[src/rtl/pending_encoder_pkg.sv]
// pending_encoder_pkg: FSM state type and index-width helper shared by the pending encoder.
package pending_encoder_pkg;
  typedef enum logic {IDLE, PRESENT} pe_state_t;
  function automatic int pe_clog2_min1(input int n);
    return (n > 1) ? $clog2(n) : 1;
  endfunction
endpackage

[src/rtl/pending_encoder_prio_sel.sv]
// prio_sel: find-first-set over N bits, searching upward from start and wrapping modulo N.
module prio_sel #(
  parameter int N = 8,
  parameter int W = 3
) (
  input  logic [N-1:0] vec,
  input  logic [W-1:0] start,
  output logic         found,
  output logic [W-1:0] idx
);
  logic [W-1:0] p;
  always_comb begin
    found = |vec;
    idx = '0;
    p = '0;
    for (int k = N - 1; k >= 0; k--) begin
      p = W'((int'(start) + k) % N);
      if (vec[p]) idx = p;
    end
  end
endmodule

[src/rtl/pending_encoder.sv]
// pending_encoder: sticky event capture with valid/ready index presentation.
// PENDING_ENCODER_RR_EN selects round-robin priority; otherwise lowest index wins.
module pending_encoder
  import pending_encoder_pkg::*;
#(
  parameter int N = 8,
  parameter int W = pe_clog2_min1(N)
) (
  input  logic         clk,
  input  logic         rst,
  input  logic [N-1:0] in,
  input  logic [N-1:0] mask,
  output logic [W-1:0] out_idx,
  output logic         out_valid,
  input  logic         out_ready,
  output logic [N-1:0] pending,
  output logic [N-1:0] ovf,
  input  logic         ovf_clr
);
  pe_state_t state, state_nx;
  logic [N-1:0] eligible, clr;
  logic [W-1:0] start, sel_idx;
  logic found, hs;
  assign out_valid = state == PRESENT;
  assign hs = out_valid & out_ready;
  assign clr = hs ? N'(1) << out_idx : '0;
  assign eligible = pending & mask;
`ifdef PENDING_ENCODER_RR_EN
  logic [W-1:0] ptr;
  always_ff @(posedge clk)
    if (rst) ptr <= W'(N - 1);
    else if (hs) ptr <= out_idx;
  assign start = (ptr == W'(N - 1)) ? '0 : ptr + 1'b1;
`else
  assign start = '0;
`endif
  prio_sel #(.N(N), .W(W)) u_sel (
    .vec  (eligible),
    .start(start),
    .found(found),
    .idx  (sel_idx)
  );
  always_comb state_nx = (state == IDLE) ? (found ? PRESENT : IDLE) : (out_ready ? IDLE : PRESENT);
  // a fresh event on the line being cleared keeps it pending without counting as overflow
  always_ff @(posedge clk) begin
    if (rst) begin
      state   <= IDLE;
      out_idx <= '0;
      pending <= '0;
      ovf     <= '0;
    end else begin
      state   <= state_nx;
      if (state == IDLE && found) out_idx <= sel_idx;
      pending <= (pending & ~clr) | in;
      ovf     <= (ovf & ~{N{ovf_clr}}) | (in & pending & ~clr);
    end
  end
endmodule

[config.mk]
export PLATFORM = sky130hd
export DESIGN_NAME = pending_encoder
export DESIGN_NICKNAME = d
export VERILOG_FILES = /design/src/rtl/pending_encoder_pkg.sv /design/src/rtl/pending_encoder_prio_sel.sv /design/src/rtl/pending_encoder.sv
export SDC_FILE = /design/constraint.sdc
export NUM_CORES = 1
export LEC_CHECK = 0
export BUFFER_PORTS_ARGS = -buffer_cell sky130_fd_sc_hd__buf_2
export CORE_MARGIN = 3
export CORE_UTILIZATION = 53
export CTS_CLUSTER_DIAMETER = 120
export DETAILED_ROUTE_END_ITERATION = 12
export GPL_TIMING_DRIVEN = 0
export HOLD_SLACK_MARGIN = 0.15
export PLACE_DENSITY = 0.79
export SLEW_MARGIN = 20
export SYNTH_ARGS = -nofsm -noshare
export SYNTH_HDL_FRONTEND = slang
export SYNTH_HIERARCHICAL = 1
export SYNTH_SLANG_ARGS = --single-unit
[constraint.sdc]
create_clock -name clk -period 2.5 [get_ports clk]
set_input_delay 0.125 -clock clk [delete_from_list [all_inputs] [get_ports clk]]
set_output_delay 0.125 -clock clk [all_outputs]
set_load 0.1 [all_outputs]
Word level (Yosys, flattened, before mapping)
Cells that the tools add are included.

word-level totals
  word-level logic and storage cells = 30
  latch bits = 0
  memories kept = 0
  flip-flop bits (word level) = 20
  input port bits = 20
  output and inout bits = 20
  memory bits (writable) = 0
  memory bits (read-only) = 0

operators by class
  equal/unequal tests = 0
  bitwise gates (word level) = 11
  shift operators = 1
  $add $sub $neg = 0
  muxes and demuxes = 12
  order comparisons = 0
  $mul = 0
  divide/modulo/power cells = 0
  reductions and logical operators = 2

operator list
  operator                                         number
  AND 8 bit                                        5
  2-to-1 mux 3 bit                                 8
  inverter 8 bit                                   2
  bitwise OR 8 bit                                 2
  2-to-1 mux 8 bit                                 1
  OR reduction 8 bit                               1
  left shift 1 x 3 -> 8 bit, first input constant  1
  2-to-1 mux 1 bit                                 3
  AND 1 bit                                        1
  logical AND 1 bit                                1
  inverter 1 bit                                   1

Longest topological paths before layout
  depth after elaboration = 9
  gate-level depth with buffers = 12

Modules after synthesis
The synthesis kept the hierarchy.

modules (own cells, without submodules)
  module           cells each  area an instance (sq um)  instances  sequential area each (sq um)
  pending_encoder  94          818.3                     1          400.4
  prio_sel         85          792.0                     1          0.0

Worst setup path before layout
Ideal clock, no wire load.

  path type = register -> register
  start = register pending[5]
  end = register out_idx[0]
  cell stages (with the launch flop) = 8
  data arrival time = 2.543 ns
  buffers on the path = 0
  data required time = 2.372 ns
  period minus slack after synthesis = 2.670 ns
  setup slack = -0.170 ns
  path through = dfxtp_1 -> and2_1 -> mux4_2 -> mux2_4 -> o311a_1 -> o311a_1 -> mux2i_1 -> nor2_1

on the way
  longest elaborated chain between the ends = 7
  elaborated cells between the ends (all ways) = 9
  those cells by class = mux (6); bitwise (1); reduce/logical (2)

RTL lines
  what                           line                            text
  start, declared                pending_encoder.sv:16           output logic [N-1:0] pending,
  start signal, assigned         pending_encoder.sv:54           pending <= (pending & ~clr) | in;
  AND 8 bit                      pending_encoder.sv:27           assign eligible = pending & mask;
  net eligible[5]                pending_encoder.sv:21           logic [N-1:0] eligible, clr;
  2-to-1 mux 3 bit (6 in a row)  pending_encoder_prio_sel.sv:18  if (vec[p]) idx = p;
  net sel_idx[0]                 pending_encoder.sv:22           logic [W-1:0] start, sel_idx;
  end signal, assigned           pending_encoder.sv:53           if (state == IDLE && found) out_idx <= sel_idx;
  end, declared                  pending_encoder.sv:13           output logic [W-1:0] out_idx,

The timed path passes the listed nets, and every way through them passes these cells.
A chain may end at the register's enable or synchronous reset.

Worst setup path after layout
Ends and elaborated chain as after synthesis.

==> metrics.yaml <==
worst_setup_path:
  cp_num_buf_inv: 0
  cp-start-kind: "register"
  cp_slowest_cell: "mux4_2"
  path_class: "register to register"
  critPathArrivalTime_ns: 2.54
  cp_common_cell: "o311a_1"
  r2r_cells: 7
  required_ns: 2.68
  path_delay_family: "multiplexers"
  crit_path_cell_trace: "and2_1 > mux4_2 > mux2_4 > o311a_1 > o311a_1 > mux2i_1 > nor2_1"
  crit_path_end_kind: "register"
  path_depth: 7
  cpPeakStageDelay_ns: 0.55
  cp_max_fo: 7
floorplan:
  ioPinCount: 40
  die_x_um: 61.1
  rows: 19
  die_h_um: 61.1
  initial_utilization_pct: 56.9
  core_um2: 2830
  dieArea_um2: 3740
clocking:
  clockBufferDepth: 2
  clkLatencyLatePin_ns: 0.31
  cts.clk_slew.worst_paths_ns: 0.11
  cts_tree: "yes"
  root_buffer: "clkbuf_4"
  cts-buffers-inserted: 3
  post_cts_buffers: 0
  cts_sinks: 20
  h-tree-depth: 1
pwr:
  p_int_mw: 0.569
  total_power_mw: 1.06
  p_leak_nw: 0.871
  power.density_nw_per_um2: 539
  p_sw_mw: 0.492
  p_clk_share_pct: 14.2
  peakVddDrop_mv: 0.496
  pwr-share-comb_pct: 50.2
  pwr-share-seq_pct: 35.6
  p_sw_share_pct: 46.4
sta:
  finalSetupViolCount: 0
  slew_violations: 0
  fin_crit_sh_pct: 94.6
  fmax_mhz: 423
  fin_tns_setup_ns: 0
  finClkSkew_ns: 0.0110
  rsz0062_at_grt: "false"
  finalHoldViolations: 0
  min_period_ns: 2.36
hold_path:
  hold-path-cell-count: 4
  hold_class: "input port to register"
synthesis:
  ys_ff_latch: 20
  synth_area_um2: 1610
  synth_top_area_share_pct: 24.9
  syn_area_per_cell_um2: 9.00
  ys_seq_area_share_pct: 24.9
  synth_area_leaders: "dfxtp_1, mux4_2, a21oi_1"
  ys_warn_count: 6
  yosysTopAreaCell: "dfxtp_1"
  syn_inst: 179
  ys_types: 38
status:
  status: "completed"
layout:
  drive_gt1_share_pct: 28.3
  area_delta_synth_final_pct: 22.3
  final_nets: 257
  antennaDiodeCount: 0
  register_area_um2: 405
  multiInputGateArea_um2: 1140
  num-fill-cells: 212
  layout_commonest_cell: "buf_2"
  final_cell_mix: "buf_2, a21oi_1, dfxtp_1"
detailed_routing:
  wirelength_um: 4360
  num_vias: 1622
  drt-initial-drc-count: 110
  dr_wl_met2_um: 2370
  wl_per_cell_um: 16.5
  drt-met1-wl_um: 1710
  top_layer: "met4"
  dr.pass1.iters: 4
  ant_nets: 0
  dr_wl_met3_um: 244
  drc: 0
  viasPerCell: 6.14
placement:
  dp_hpwl_um: 3240
  place.gp.congestion: 0.893
  port_buffers: 38
job:
  max_cap_viol_count: 0
global_route:
  antenna_found_initial: 0
  grt_pass1_vias: 1584
  grt-ovfl-total: 0
  grt_pass1_wl_um: 7200
  grt_usage_pct: 25.7
  grt_start_max_net_pins: 11
-- cell families (layout without fill, tap and decap cells) --
| logic type | after synthesis | after routing | synth area share, % |
|---|---|---|---|
| AO/OA/AOI/OAI | 60 | 60 | 23.9 |
| multiplexers | 25 | 25 | 26.7 |
| other | 1 | 6 | 0.233 |
| flip-flops | 20 | 20 | 24.9 |
| adder cells (fa/ha/maj) | 2 | 2 | 1.55 |
| XOR/XNOR | 4 | 4 | 2.18 |
| AND/OR/NAND/NOR | 45 | 45 | 14.8 |
| buffers and inverters | 22 | 71 | 5.83 |
-- power by group through the flow --
stage | combinational [mW] | sequential (mW) | clock [mW]
after floorplan | 0.231 | 0.570 | 0
after global placement | 0.496 | 0.381 | 0
after detailed placement | 0.506 | 0.383 | 0
after CTS | 0.517 | 0.376 | 0.156
after global routing | 0.564 | 0.382 | 0.164
final | 0.532 | 0.378 | 0.151
-- sequential cells by signal, indices dropped and copies added, names as in the netlist --
name,flops
ovf,8
out_valid,1
pending,8
out_idx,3
-- stage by stage --
| step | hold slack (ns) | utilization [%] | std cells | setup slack, ns | cell area [um^2] |
|---|---|---|---|---|---|
| 2_1_floorplan | 0.247 | - | 184 | 0.0107 | 1630 |
| 3_3_place_gp | 0.364 | 65.9 | 253 | 0.200 | 1860 |
| 3_5_place_dp | 0.371 | 65.9 | 253 | 0.0921 | 1860 |
| 4_1_cts | 0.155 | 69.5 | 264 | 0.0602 | 1970 |
| 5_1_grt | 0.188 | 69.6 | 264 | 0.0194 | 1970 |
| 6_report | 0.161 | 69.6 | 264 | 0.135 | 1970 |
-- Yosys cell counts (all sizes together) --
| cell type | n |
|---|---|
| dfxtp | 20 |
| inv | 15 |
| o32ai | 1 |
| mux2 | 5 |
| nor2 | 10 |
| o2111a | 1 |
| o21ai | 10 |
| o311ai | 2 |
| nor2b | 1 |
| mux4 | 12 |
| and2 | 9 |
| o21bai | 1 |
| xor2 | 3 |
| ha | 2 |
| a31oi | 1 |
| clkbuf | 3 |
| a21oi | 25 |
| o311a | 2 |
| mux2i | 8 |
| a211oi | 1 |
| nor4 | 2 |
| conb | 1 |
| xnor2 | 1 |
| a221oi | 1 |
| nand3 | 2 |
| nand3b | 2 |
| o31ai | 3 |
| nand2 | 8 |
| a22oi | 4 |
| o211ai | 7 |
| o2bb2ai | 1 |
| buf | 4 |
| nand2b | 11 |
-- metal layers --
metal / vias up / global-route usage [%]
li1: 774 / -
met4: 0 / 10.8
met3: 4 / 2.94
met2: 68 / 46.4
met1: 776 / 30.6
met5: - / 0
-- final timing paths --
kind                            slack (ns)       start          to
worst min register to register        0.48      ovf[2]      ovf[2]
worst min-delay path                  0.16   out_ready   out_valid
worst max-delay path                  0.14  pending[5]  out_idx[0]
worst max register to register        0.14  pending[5]  out_idx[0]
-- worst min-delay path, stage by stage --
cell and delay [ns]:
buf_2 0.12, inv_1 0.05, a21oi_1 0.05, nor2_1 0.08
-- area by class of cell --
type	count	share of cell area [%]
plain buffers	7	1.91
clock buffers	3	1.14
inverters	15	2.86
multi-input cells	142	57.8
flip-flops and latches	20	20.6
well taps	31	1.97
repair buffers	46	13.7
-- what timing repair did --
action,4_1_cts,5_1_grt
endpoints found under the setup margin,0,1
resized for setup,0,1
endpoints found under the hold margin,16,0
hold buffers,8,0
Note: power is estimated with default switching activity, not from simulation.
